==> src/rtl/seq_mag_compare.sv <==
// Multi-cycle MSB-first magnitude comparator with 74x85-style cascade inputs and signed mode.
// Optional macro EARLY_EXIT_EN: finish on the first differing slice instead of always scanning N slices.
module seq_mag_compare #(
  parameter int WIDTH = 32,
  parameter int SLICE = 4
) (
  input  logic             clk,
  input  logic             rst,
  input  logic             start,
  input  logic [WIDTH-1:0] a,
  input  logic [WIDTH-1:0] b,
  input  logic             signed_mode,
  input  logic             altbin,
  input  logic             aeqbin,
  input  logic             agtbin,
  output logic             busy,
  output logic             done,
  output logic             altbout,
  output logic             aeqbout,
  output logic             agtbout
);

  localparam int N  = WIDTH / SLICE;
  localparam int CW = (N > 1) ? $clog2(N) : 1;
  localparam logic [CW-1:0] CNT_TOP = CW'(N - 1);

  typedef enum logic [1:0] {IDLE, RUN, DONE} state_t;

  state_t           state_q, state_d;
  logic [CW-1:0]    cnt_q, cnt_d;
  logic [WIDTH-1:0] a_q, a_d, b_q, b_d;
  logic             signed_q, signed_d;
  logic [2:0]       cas_q, cas_d;
  logic             lt_q, lt_d, gt_q, gt_d;
  logic [2:0]       res_q, res_d;

  logic [SLICE-1:0] slc_a, slc_b;
  logic             new_lt, new_gt, alleq, finish;

  // Current slice; in signed mode flipping the sign bit of the MSB slice turns
  // a two's-complement order into an unsigned one.
  always_comb begin
    slc_a = a_q[cnt_q*SLICE +: SLICE];
    slc_b = b_q[cnt_q*SLICE +: SLICE];
    if (signed_q && (cnt_q == CNT_TOP)) begin
      slc_a[SLICE-1] = ~slc_a[SLICE-1];
      slc_b[SLICE-1] = ~slc_b[SLICE-1];
    end
  end

  // The first differing slice decides; later slices cannot override it.
  assign new_lt = lt_q | (~lt_q & ~gt_q & (slc_a < slc_b));
  assign new_gt = gt_q | (~lt_q & ~gt_q & (slc_a > slc_b));
  assign alleq  = ~(new_lt | new_gt);

`ifdef EARLY_EXIT_EN
  assign finish = (cnt_q == '0) | new_lt | new_gt;
`else
  assign finish = (cnt_q == '0);
`endif

  always_comb begin
    state_d  = state_q;
    cnt_d    = cnt_q;
    a_d      = a_q;
    b_d      = b_q;
    signed_d = signed_q;
    cas_d    = cas_q;
    lt_d     = lt_q;
    gt_d     = gt_q;
    res_d    = res_q;
    case (state_q)
      IDLE, DONE: begin
        state_d = IDLE;
        if (start) begin
          state_d  = RUN;
          cnt_d    = CNT_TOP;
          a_d      = a;
          b_d      = b;
          signed_d = signed_mode;
          cas_d    = {altbin, aeqbin, agtbin};
          lt_d     = 1'b0;
          gt_d     = 1'b0;
        end
      end
      RUN: begin
        lt_d = new_lt;
        gt_d = new_gt;
        if (finish) begin
          state_d = DONE;
          res_d   = {new_lt | (alleq & cas_q[2]),
                     alleq & cas_q[1],
                     new_gt | (alleq & cas_q[0])};
        end else begin
          cnt_d = cnt_q - CW'(1);
        end
      end
      default: state_d = IDLE;
    endcase
  end

  always_ff @(posedge clk) begin
    if (rst) begin
      state_q  <= IDLE;
      cnt_q    <= '0;
      a_q      <= '0;
      b_q      <= '0;
      signed_q <= 1'b0;
      cas_q    <= '0;
      lt_q     <= 1'b0;
      gt_q     <= 1'b0;
      res_q    <= '0;
    end else begin
      state_q  <= state_d;
      cnt_q    <= cnt_d;
      a_q      <= a_d;
      b_q      <= b_d;
      signed_q <= signed_d;
      cas_q    <= cas_d;
      lt_q     <= lt_d;
      gt_q     <= gt_d;
      res_q    <= res_d;
    end
  end

  assign busy = (state_q == RUN);
  assign done = (state_q == DONE);
  assign {altbout, aeqbout, agtbout} = res_q;

endmodule
==> config.mk <==
export PLATFORM = sky130hd
export DESIGN_NAME = seq_mag_compare
export DESIGN_NICKNAME = d
export VERILOG_FILES = /design/src/rtl/seq_mag_compare.sv
export SDC_FILE = /design/constraint.sdc
export NUM_CORES = 1
export LEC_CHECK = 0
export ABC_AREA = 1
export BUFFER_PORTS_ARGS = -buffer_cell sky130_fd_sc_hd__buf_2
export CORE_ASPECT_RATIO = 1.1
export CORE_MARGIN = 3
export CORE_UTILIZATION = 54
export DETAILED_ROUTE_END_ITERATION = 8
export GPL_ROUTABILITY_DRIVEN = 1
export GPL_TIMING_DRIVEN = 0
export HOLD_SLACK_MARGIN = 0.12
export PLACE_DENSITY = 0.78
export SYNTH_ARGS = -nofsm -noshare
export SYNTH_HDL_FRONTEND = slang
export SYNTH_SLANG_ARGS = --single-unit
==> constraint.sdc <==
create_clock -name clk -period 2.47 [get_ports clk]
set_clock_uncertainty 0.1 [all_clocks]
set_input_delay 0.247 -clock clk [delete_from_list [all_inputs] [get_ports clk]]
set_output_delay 0.247 -clock clk [all_outputs]
set_load 0.02 [all_outputs]
### Word-level counts from Yosys, hierarchy flattened

Cells that the tools add are included.
Widths: inputs -> output; s select.

* reduce and logical (&&, ||, !) cells: 9
* shift operators: 2
* order comparisons: 2
* multiply operators: 0
* div/mod/pow operators: 0
* bitwise operators: 16
* add/sub/neg operators: 1
* multiplexer cells: 11
* equal/unequal tests: 6

Operator list (count)
* $shiftx 32x6->4: 2
* $and 1x1->1: 6
* $mux 3: 2
* $pmux 3 s2: 1
* $reduce_and 2->1: 3
* $not 1->1: 5
* $or 1x1->1: 5
* $gt 4x4->1: 1
* $lt 4x4->1: 1
* $mux 1: 4
* $ne 2x2->1 const B: 2
* $pmux 1 s2: 2
* $pmux 2 s2: 1
* $eq 3x3->1 const B: 1
* $logic_not 3->1: 1
* $reduce_and 3->1: 1
* $sub 3x1->3 const B: 1
* $eq 2x1->1 const B: 1
* $eq 2x2->1 const B: 1
* $logic_not 2->1: 1
* $mux 2: 1
* $ne 2x1->1 const B: 1
* $reduce_bool 2->1: 1
* $reduce_or 2->1: 1
* $logic_and 1x1->1: 1

* memory bits (writable): 0
* memories: 0
* input port bits: 71
* flip-flop bits (word level): 78
* output and inout port bits: 5
* logic and storage cells: 56
* bits in read-only memories: 0
* bits in latches: 0

### Logic depth before layout (Yosys ltp)

Gate-level depths: netlist of run 1.

* depth in word-level cells: 10
* mapped depth: 17
* gate-level depth less buffers: 15

### Worst setup path before layout of run 1

Ideal clock, no wire load.

* path kind: reg2reg
* start point: register cnt_q[0]
* end point: register res_q[0]
* stages on the path, launching flop included: 15
* data arrival time: 1.769 ns
* setup slack: 0.492 ns
* cells stage by stage: dfxtp_1 buf_6 buf_2 a21oi_1 o21ai_0 o211ai_1 nand3_1 ha_1 nand2_1 nor2_1 nor2_1 o21ai_1 nand3_1 nand2_1 inv_1

* word-level cells in the longest chain between the ends: 10

Ends and longest elaborated chain
* start: declaration: RTL line 30 `logic [CW-1:0] cnt_q, cnt_d;`
* start signal: assignment: RTL line 115 `cnt_q <= cnt_d;`
* $shiftx 32x6->4, or another cell as far along: RTL line 43 `slc_a = a_q[cnt_q*SLICE +: SLICE];`
* $not 1->1, or another cell as far along: RTL line 46 `slc_a[SLICE-1] = ~slc_a[SLICE-1];`
* $mux 1: RTL line 45 `if (signed_q && (cnt_q == CNT_TOP)) begin`
* $lt 4x4->1 / $gt 4x4->1 (equally long branches): RTL line 52, 53
* $and 1x1->1, on equally long branches: RTL line 52, 53
* $or 1x1->1, on equally long branches: RTL line 52, 53
* $or 1x1->1: RTL line 54 `assign alleq = ~(new_lt | new_gt);`
* $not 1->1: RTL line 54
* $and 1x1->1: RTL line 93 `new_gt | (alleq & cas_q[0])};`
* $or 1x1->1: RTL line 93
* end signal: assignment: RTL line 122 `res_q <= res_d;`
* end: declaration: RTL line 35 `logic [2:0] res_q, res_d;`

Several ways; a longest one is shown, not always the timed one.
A chain may end at the register's enable or synchronous reset.

### Final worst setup path of run 1

* start point: register cnt_q[1]
* end point: register res_q[0]

Same word-level chain as after synthesis.

==> results by group, run 1 <==
Logic synthesis
  • Synthesized cell area: 0.003540 mm^2
  • Synthesized flop and latch total: 78
  • Largest cells by area after synthesis: dfxtp_1 44%, nor2_1 18%, o21ai_0 13%
  • Mapped Cells: 492
  • Avg Inst Size Synth: 7.194 um^2
  • Net count after synthesis: 570
  • Post-synth top area share: 44.11%
  • Number of distinct library cells after synthesis: 30
  • Post-synthesis sequential area ratio: 44.11%
  • Synth area leader: dfxtp_1
  • Synth Warn #: 0

Floorplanning
  • Die H: 90.92 um
  • Initial cell density of the core: 56.47%
  • Core area: 0.006269 mm^2
  • Die footprint: 0.007564 mm^2
  • IO Pins: 76
  • Num rows: 30
  • Die width: 83.20 um

Placed design
  • PortBufs: 75
  • Pre-CTS setup slack: 0.1037 ns
  • Placement Cell Area: 0.004015 mm^2
  • DP HPWL: 6.536 mm
  • Placer Congestion: 0.8907
  • Placed Cells: 647

GRT
  • Vias in the first global route: 3810
  • Antenna violations before repair: 0
  • Largest net degree at the start of global routing: 13
  • Tot GR Track Use: 28.54%
  • GR Overflow Total: 0
  • First-pass GRT wire length: 17.36 mm

Finish
  • Commonest non-fill, non-tap cells in the layout: 170 x nor2_1, 93 x o21ai_0, 80 x buf_2, 78 x dfxtp_1, 69 x dlygate4sd3_1
  • Layout cells sized above 1: 19.17%
  • Antenna diodes: 0
  • Finished Cell Area: 0.004976 mm^2
  • Sequential cell area: 0.001562 mm^2
  • Fill count: 435
  • Most common cell after layout, fill and taps aside: nor2_1
  • Nets@finish: 725
  • Area of the multi-input gates: 0.001709 mm^2
  • Post-route insts no fill: 732
  • Area grow syn2layout: 40.58%

Timing
  • Final setup fails: 0
  • Achievable Freq: 432.2 MHz
  • Fin crit period: 2.314 ns
  • Final WS setup: 0.1562 ns
  • Final Max Tran Viols: 0
  • Final worst path period share: 93.68%
  • Worst-Margin Slew: 0.4026 ns
  • Final Hold Fails: 0
  • Slew HR: 73.16%

Power and ir drop
  • Leakage: 2.233 nW
  • Worst vdd ir: 427.7 uV
  • Pwr Density: 685.2 mW/mm^2

Worst setup path
  • Critical path type: register to register
  • Buf/Inv on CP: 4
  • CP required: 2.62 ns
  • Critical-path cell list: buf_4 > inv_6 > buf_8 > o21ai_0 > o221ai_1 > o21ai_1 > ha_1 > nand2_1 > nor2_1 > nor2_1 > o21ai_2 > nand3_2 > nand2_1 > inv_1
  • Slowest stage cell, crit path: dfxtp_1
  • Startpoint types: register
  • Delay-heaviest family, CP: compound AO/OA/AOI/OAI gates
  • CP Capture Type: register
  • Worst path arrival time: 2.46 ns
  • Max stage delay on crit path: 0.32 ns
  • Crit path max fanout: 11

Clock tree
  • H-tree depth: 3
  • CTS root buffer: clkbuf_8
  • CTS tree: yes
  • TritonCTS buffer count: 9
  • Clock Sinks: 78
  • Clk Latency, worst-skew pair: 0.35 ns
  • Worst-path clk slew: 0.07 ns
  • Setup bufs post-CTS: 0
  • Clk buf depth: 2

Routing
  • Total wire length: 10.50 mm
  • Post-route ant nets: 0
  • Drt wl/cell: 14.35 um
  • Routed via count: 3909
  • First DRT Iteration DRCs: 280
  • Initial DRT Pass Iterations: 6
  • DR vias/cell: 5.340
  • DRC viols: 0

Run status
  • Outcome: finished, final reports clean

Job
  • Maxcap violations: 0

Hold path
  • Hold Crit Class: primary input to register
==> what timing repair did <==
action | in CTS | in global routing
setup endpoints to repair | 0 | 5
hold buffers | 69 | 0
endpoints found under the hold margin | 73 | 0
resized for setup | 0 | 14
==> Yosys cell counts (all sizes together) <==
cell,number
o22ai,9
nor3,1
o21ai,101
a31oi,1
nand4,2
inv,18
nor3b,1
ha,7
nor2,173
dfxtp,78
buf,19
clkbuf,13
nand2,42
o221ai,3
nand3,14
o211ai,1
a21oi,8
xor2,1
==> sequential cells by signal, indices dropped and copies added (netlist names) <==
signal / count
cnt_q: 3
gt_q: 1
cas_q: 3
state_q: 2
res_q: 3
signed_q: 1
lt_q: 1
b_q: 32
a_q: 32
==> per-layer routing <==
layer / GRT usage, % / share of wire (%) / vias up
li1: - / - / 1916
met1: 33.66 / 40 / 1782
met2: 49.53 / 50 / 176
met3: 4.653 / 7.0 / 35
met4: 14.71 / 3.4 / 0
met5: 0 / 0 / -
==> worst min-delay path: stages <==
cell     delay (ns)
buf_2          0.13
nand2_8        0.10
nand2_1        0.10
nor3b_1        0.05
==> stage by stage <==
step                      hold slack, ns    TNS, ns  utilization, %  power [mW]
after CTS                         0.2160          0           78.80       3.368
final                             0.2281          0           79.38       3.410
after detailed placement          0.3538          0           64.05       2.187
after global placement            0.3500          0           64.05       2.165
after global routing              0.2586  -0.001831           79.38       3.581
after floorplan                   0.2161          0               -       1.970
==> area by class of cell <==
cell class	count	share of cell area, %
inverters	18	1.609
multi-input cells	364	34.35
clock inverters	3	1.308
clock buffers	13	3.395
plain buffers	32	4.526
repair buffers	144	21.42
flip-flops and latches	78	31.38
well taps	80	2.012
==> power breakdown <==
group          switching [mW]  internal (mW)
registers              0.0708           1.37
logic                   0.485          0.372
clock network           0.462          0.651
==> final timing paths <==
check	start	to	slack, ns	cells past startpoint
min	start	lt_q$_SDFFE_PP0P_	0.23	4
max reg2reg	cnt_q[1]$_SDFFE_PP0P_	res_q[0]$_SDFFE_PP0P_	0.16	14
min reg2reg	res_q[1]$_SDFFE_PP0P_	res_q[1]$_SDFFE_PP0P_	0.37	2
max	cnt_q[1]$_SDFFE_PP0P_	res_q[0]$_SDFFE_PP0P_	0.16	14
==> logic make-up after synthesis <==
group	Yosys count	share of synthesized area (%)
flip-flops	78	44.11
adder cells (fa/ha/maj)	7	2.474
AND/OR/NAND/NOR	233	26.90
AO/OA/AOI/OAI	123	18.24
buffers and inverters	50	8.024
XOR/XNOR	1	0.2475
Note: power is estimated with default switching activity, not from simulation.
==> run 2: changes to the inputs <==
--- a/config.mk
+++ b/config.mk
@@ -15,6 +15,8 @@
 export GPL_TIMING_DRIVEN = 0
 export HOLD_SLACK_MARGIN = 0.12
 export PLACE_DENSITY = 0.78
+export RECOVER_POWER = 100
+export SLEW_MARGIN = 15
 export SYNTH_ARGS = -nofsm -noshare
 export SYNTH_HDL_FRONTEND = slang
 export SYNTH_SLANG_ARGS = --single-unit
==> run 2 against run 1 <==
  * Via count fell by 0.10%
  * Global-route usage did not move
  * Fmax rose by 0.53%
  * Sequential share of layout area rose by 0.10 points
  * Setup slack improved by 0.012 ns
==> results by group, run 2 (synthesis gave the netlist of run 1 again) <==
Run status
  • Outcome: finished, final reports clean (unchanged)

Worst setup path
  • Startpoint types: register (unchanged)
  • CP required: 2.62 ns (about the same)
  • Worst path arrival time: 2.45 ns (was 2.46 ns)
  • Critical path type: register to register (unchanged)
  • Crit path max fanout: 11 (unchanged)
  • Max stage delay on crit path: 0.32 ns (about the same)
  • R2R setup slack: 0.17 ns (was 0.16 ns)
  • CP Capture Type: register (unchanged)
  • Critical R2R Launch: cnt_q[1]$_SDFFE_PP0P_ (unchanged)
  • Critical-path cell list: buf_4 > inv_6 > buf_8 > o21ai_0 > o221ai_1 > o21ai_1 > ha_1 > nand2_1 > nor2_1 > nor2_1 > o21ai_2 > nand3_2 > nand2_1 > inv_1 (unchanged)
  • Reg-to-Reg End: res_q[0]$_SDFFE_PP0P_ (unchanged)
  • Slowest stage cell, crit path: dfxtp_1 (unchanged)
  • Reg2reg path depth: 14 (unchanged)

Routing
  • Routed via count: 3905 (was 3909)
  • Drt wl/cell: 14.38 um (was 14.35 um)
  • Total wire length: 10.54 mm (was 10.50 mm)
  • DR vias/cell: 5.327 (was 5.340)
  • Post-route ant nets: 0 (unchanged)
  • First DRT Iteration DRCs: 298 (was 280)
  • DRC viols: 0 (unchanged)
  • Initial DRT Pass Iterations: 7 (was 6)

Timing
  • Achievable Freq: 434.5 MHz (was 432.2 MHz)
  • Final setup fails: 0 (unchanged)
  • Hold WS: 0.2226 ns (was 0.2281 ns)
  • Slew HR: 72.39% (was 73.16%)
  • Final Max Tran Viols: 0 (unchanged)
  • Final Hold Fails: 0 (unchanged)
  • Final worst path period share: 93.18% (was 93.68%)
  • Final WS setup: 0.1685 ns (was 0.1562 ns)
  • Worst-Margin Slew: 0.4136 ns (was 0.4026 ns)
  • Fin crit period: 2.302 ns (was 2.314 ns)

GRT
  • Antenna violations before repair: 0 (unchanged)
  • GR Overflow Total: 0 (unchanged)
  • Largest net degree at the start of global routing: 13 (unchanged)
  • First-pass GRT wire length: 17.36 mm (unchanged)
  • Tot GR Track Use: 28.54% (unchanged)
  • Vias in the first global route: 3810 (unchanged)

Clock tree
  • TritonCTS buffer count: 9 (unchanged)
  • Clock Sinks: 78 (unchanged)
  • CTS root buffer: clkbuf_8 (unchanged)
  • Clk buf depth: 2 (unchanged)
  • CTS tree: yes (unchanged)
  • Worst-path clk slew: 0.07 ns (about the same)
  • Clk Latency, worst-skew pair: 0.35 ns (about the same)
  • H-tree depth: 3 (unchanged)

Placed design
  • Placed Cells: 647 (unchanged)
  • Pre-CTS setup slack: 0.1037 ns (unchanged)
  • DP HPWL: 6.536 mm (unchanged)
  • Placer Congestion: 0.8907 (unchanged)
  • PortBufs: 75 (unchanged)

Finish
  • Top flop regs: a_q x32, b_q x32 (unchanged)
  • Fill count: 447 (was 435)
  • Area of the multi-input gates: 0.001698 mm^2 (was 0.001709 mm^2)
  • Commonest non-fill, non-tap cells in the layout: 171 x nor2_1, 94 x o21ai_0, 78 x dfxtp_1, 74 x buf_2, 69 x dlygate4sd3_1 (was 170 x nor2_1, 93 x o21ai_0, 80 x buf_2, 78 x dfxtp_1, 69 x dlygate4sd3_1)
  • Most common cell after layout, fill and taps aside: nor2_1 (unchanged)
  • Nets@finish: 725 (unchanged)
  • Area grow syn2layout: 40.12% (was 40.58%)
  • Layout cells sized above 1: 17.79% (was 19.17%)
  • Sequential cell area: 0.001562 mm^2 (unchanged)
  • Post-route insts no fill: 733 (was 732)

Floorplanning
  • Die footprint: 0.007564 mm^2 (unchanged)
  • Num rows: 30 (unchanged)
  • Initial cell density of the core: 56.47% (unchanged)
  • Core area: 0.006269 mm^2 (unchanged)
  • Die H: 90.92 um (unchanged)
  • IO Pins: 76 (unchanged)
  • Die width: 83.20 um (unchanged)

Hold path
  • Hold path depth: 4 (unchanged)
  • Worst hold endpoint: lt_q$_SDFFE_PP0P_ (unchanged)
  • Hold Path Origin: start (unchanged)
  • Hold Crit Class: primary input to register (unchanged)

Power and ir drop
  • Pwr Density: 685.9 mW/mm^2 (was 685.2 mW/mm^2)
  • Leakage: 2.209 nW (was 2.233 nW)
  • Worst vdd ir: 427.7 uV (about the same)

Job
  • Maxcap violations: 0 (unchanged)
==> run 2: worst max path at each step <==
stage,start,endpoint,cells after the start
after floorplan,cnt_q[0]$_SDFFE_PP0P_,res_q[0]$_SDFFE_PP0P_,14
after global placement,cnt_q[1]$_SDFFE_PP0P_,res_q[0]$_SDFFE_PP0P_,14
after detailed placement,cnt_q[1]$_SDFFE_PP0P_,res_q[0]$_SDFFE_PP0P_,14
after CTS,cnt_q[1]$_SDFFE_PP0P_,res_q[0]$_SDFFE_PP0P_,14
after global routing,cnt_q[1]$_SDFFE_PP0P_,res_q[0]$_SDFFE_PP0P_,14
final,cnt_q[1]$_SDFFE_PP0P_,res_q[0]$_SDFFE_PP0P_,14
==> run 2: critical path, delay by kind of cell, from the launching register on <==
family	cells	cell delay, ns
AO/OA/AOI/OAI	4	0.60
adder cells (fa/ha/maj)	1	0.30
buffers and inverters	4	0.46
flip-flops	1	0.32
AND/OR/NAND/NOR	5	0.41
==> run 2: what timing repair did <==
item / CTS / global route
hold endpoints to repair: 73 / 0
hold buffers: 69 / 0
endpoints found under the setup margin: 0 / 5
resized for setup: 0 / 14
buffers inserted: 0 / 0
==> run 2: routing by layer <==
| layer | GRT usage, % | vias up | share of wire, % |
|---|---|---|---|
| met1 | 33.66 | 1775 | 40 |
| met3 | 4.653 | 43 | 6.8 |
| li1 | - | 1918 | - |
| met2 | 49.53 | 169 | 50 |
| met4 | 14.71 | 0 | 3.6 |
| met5 | 0 | - | 0 |
==> run 2: area by class of cell <==
cell class                 count  share of cell area, %
clock buffer                  13                  3.406
multi-input combinational    364                  34.23
inverter                      18                  1.615
tap                           80                  2.018
sequential                    78                  31.48
clock inverter                 3                  1.312
antenna                        1                0.05045
buffer                        32                  4.541
timing repair buffer         144                  21.34
==> run 2: power breakdown <==
part	switching [mW]	internal (mW)
registers	0.0698	1.37
clock network	0.461	0.651
logic	0.482	0.368
==> run 2: through the flow <==
| step | TNS, ns | instance area [um^2] | util, % | total power [mW] |
|---|---|---|---|---|
| global placement | 0 | 4015 | 64.05 | 2.165 |
| finish | 0 | 4960 | 79.12 | 3.402 |
| detailed placement | 0 | 4015 | 64.05 | 2.187 |
| CTS | 0 | 4940 | 78.80 | 3.368 |
| floorplan | 0 | 3540 | - | 1.970 |
| global route | -0.003096 | 4957 | 79.08 | 3.573 |
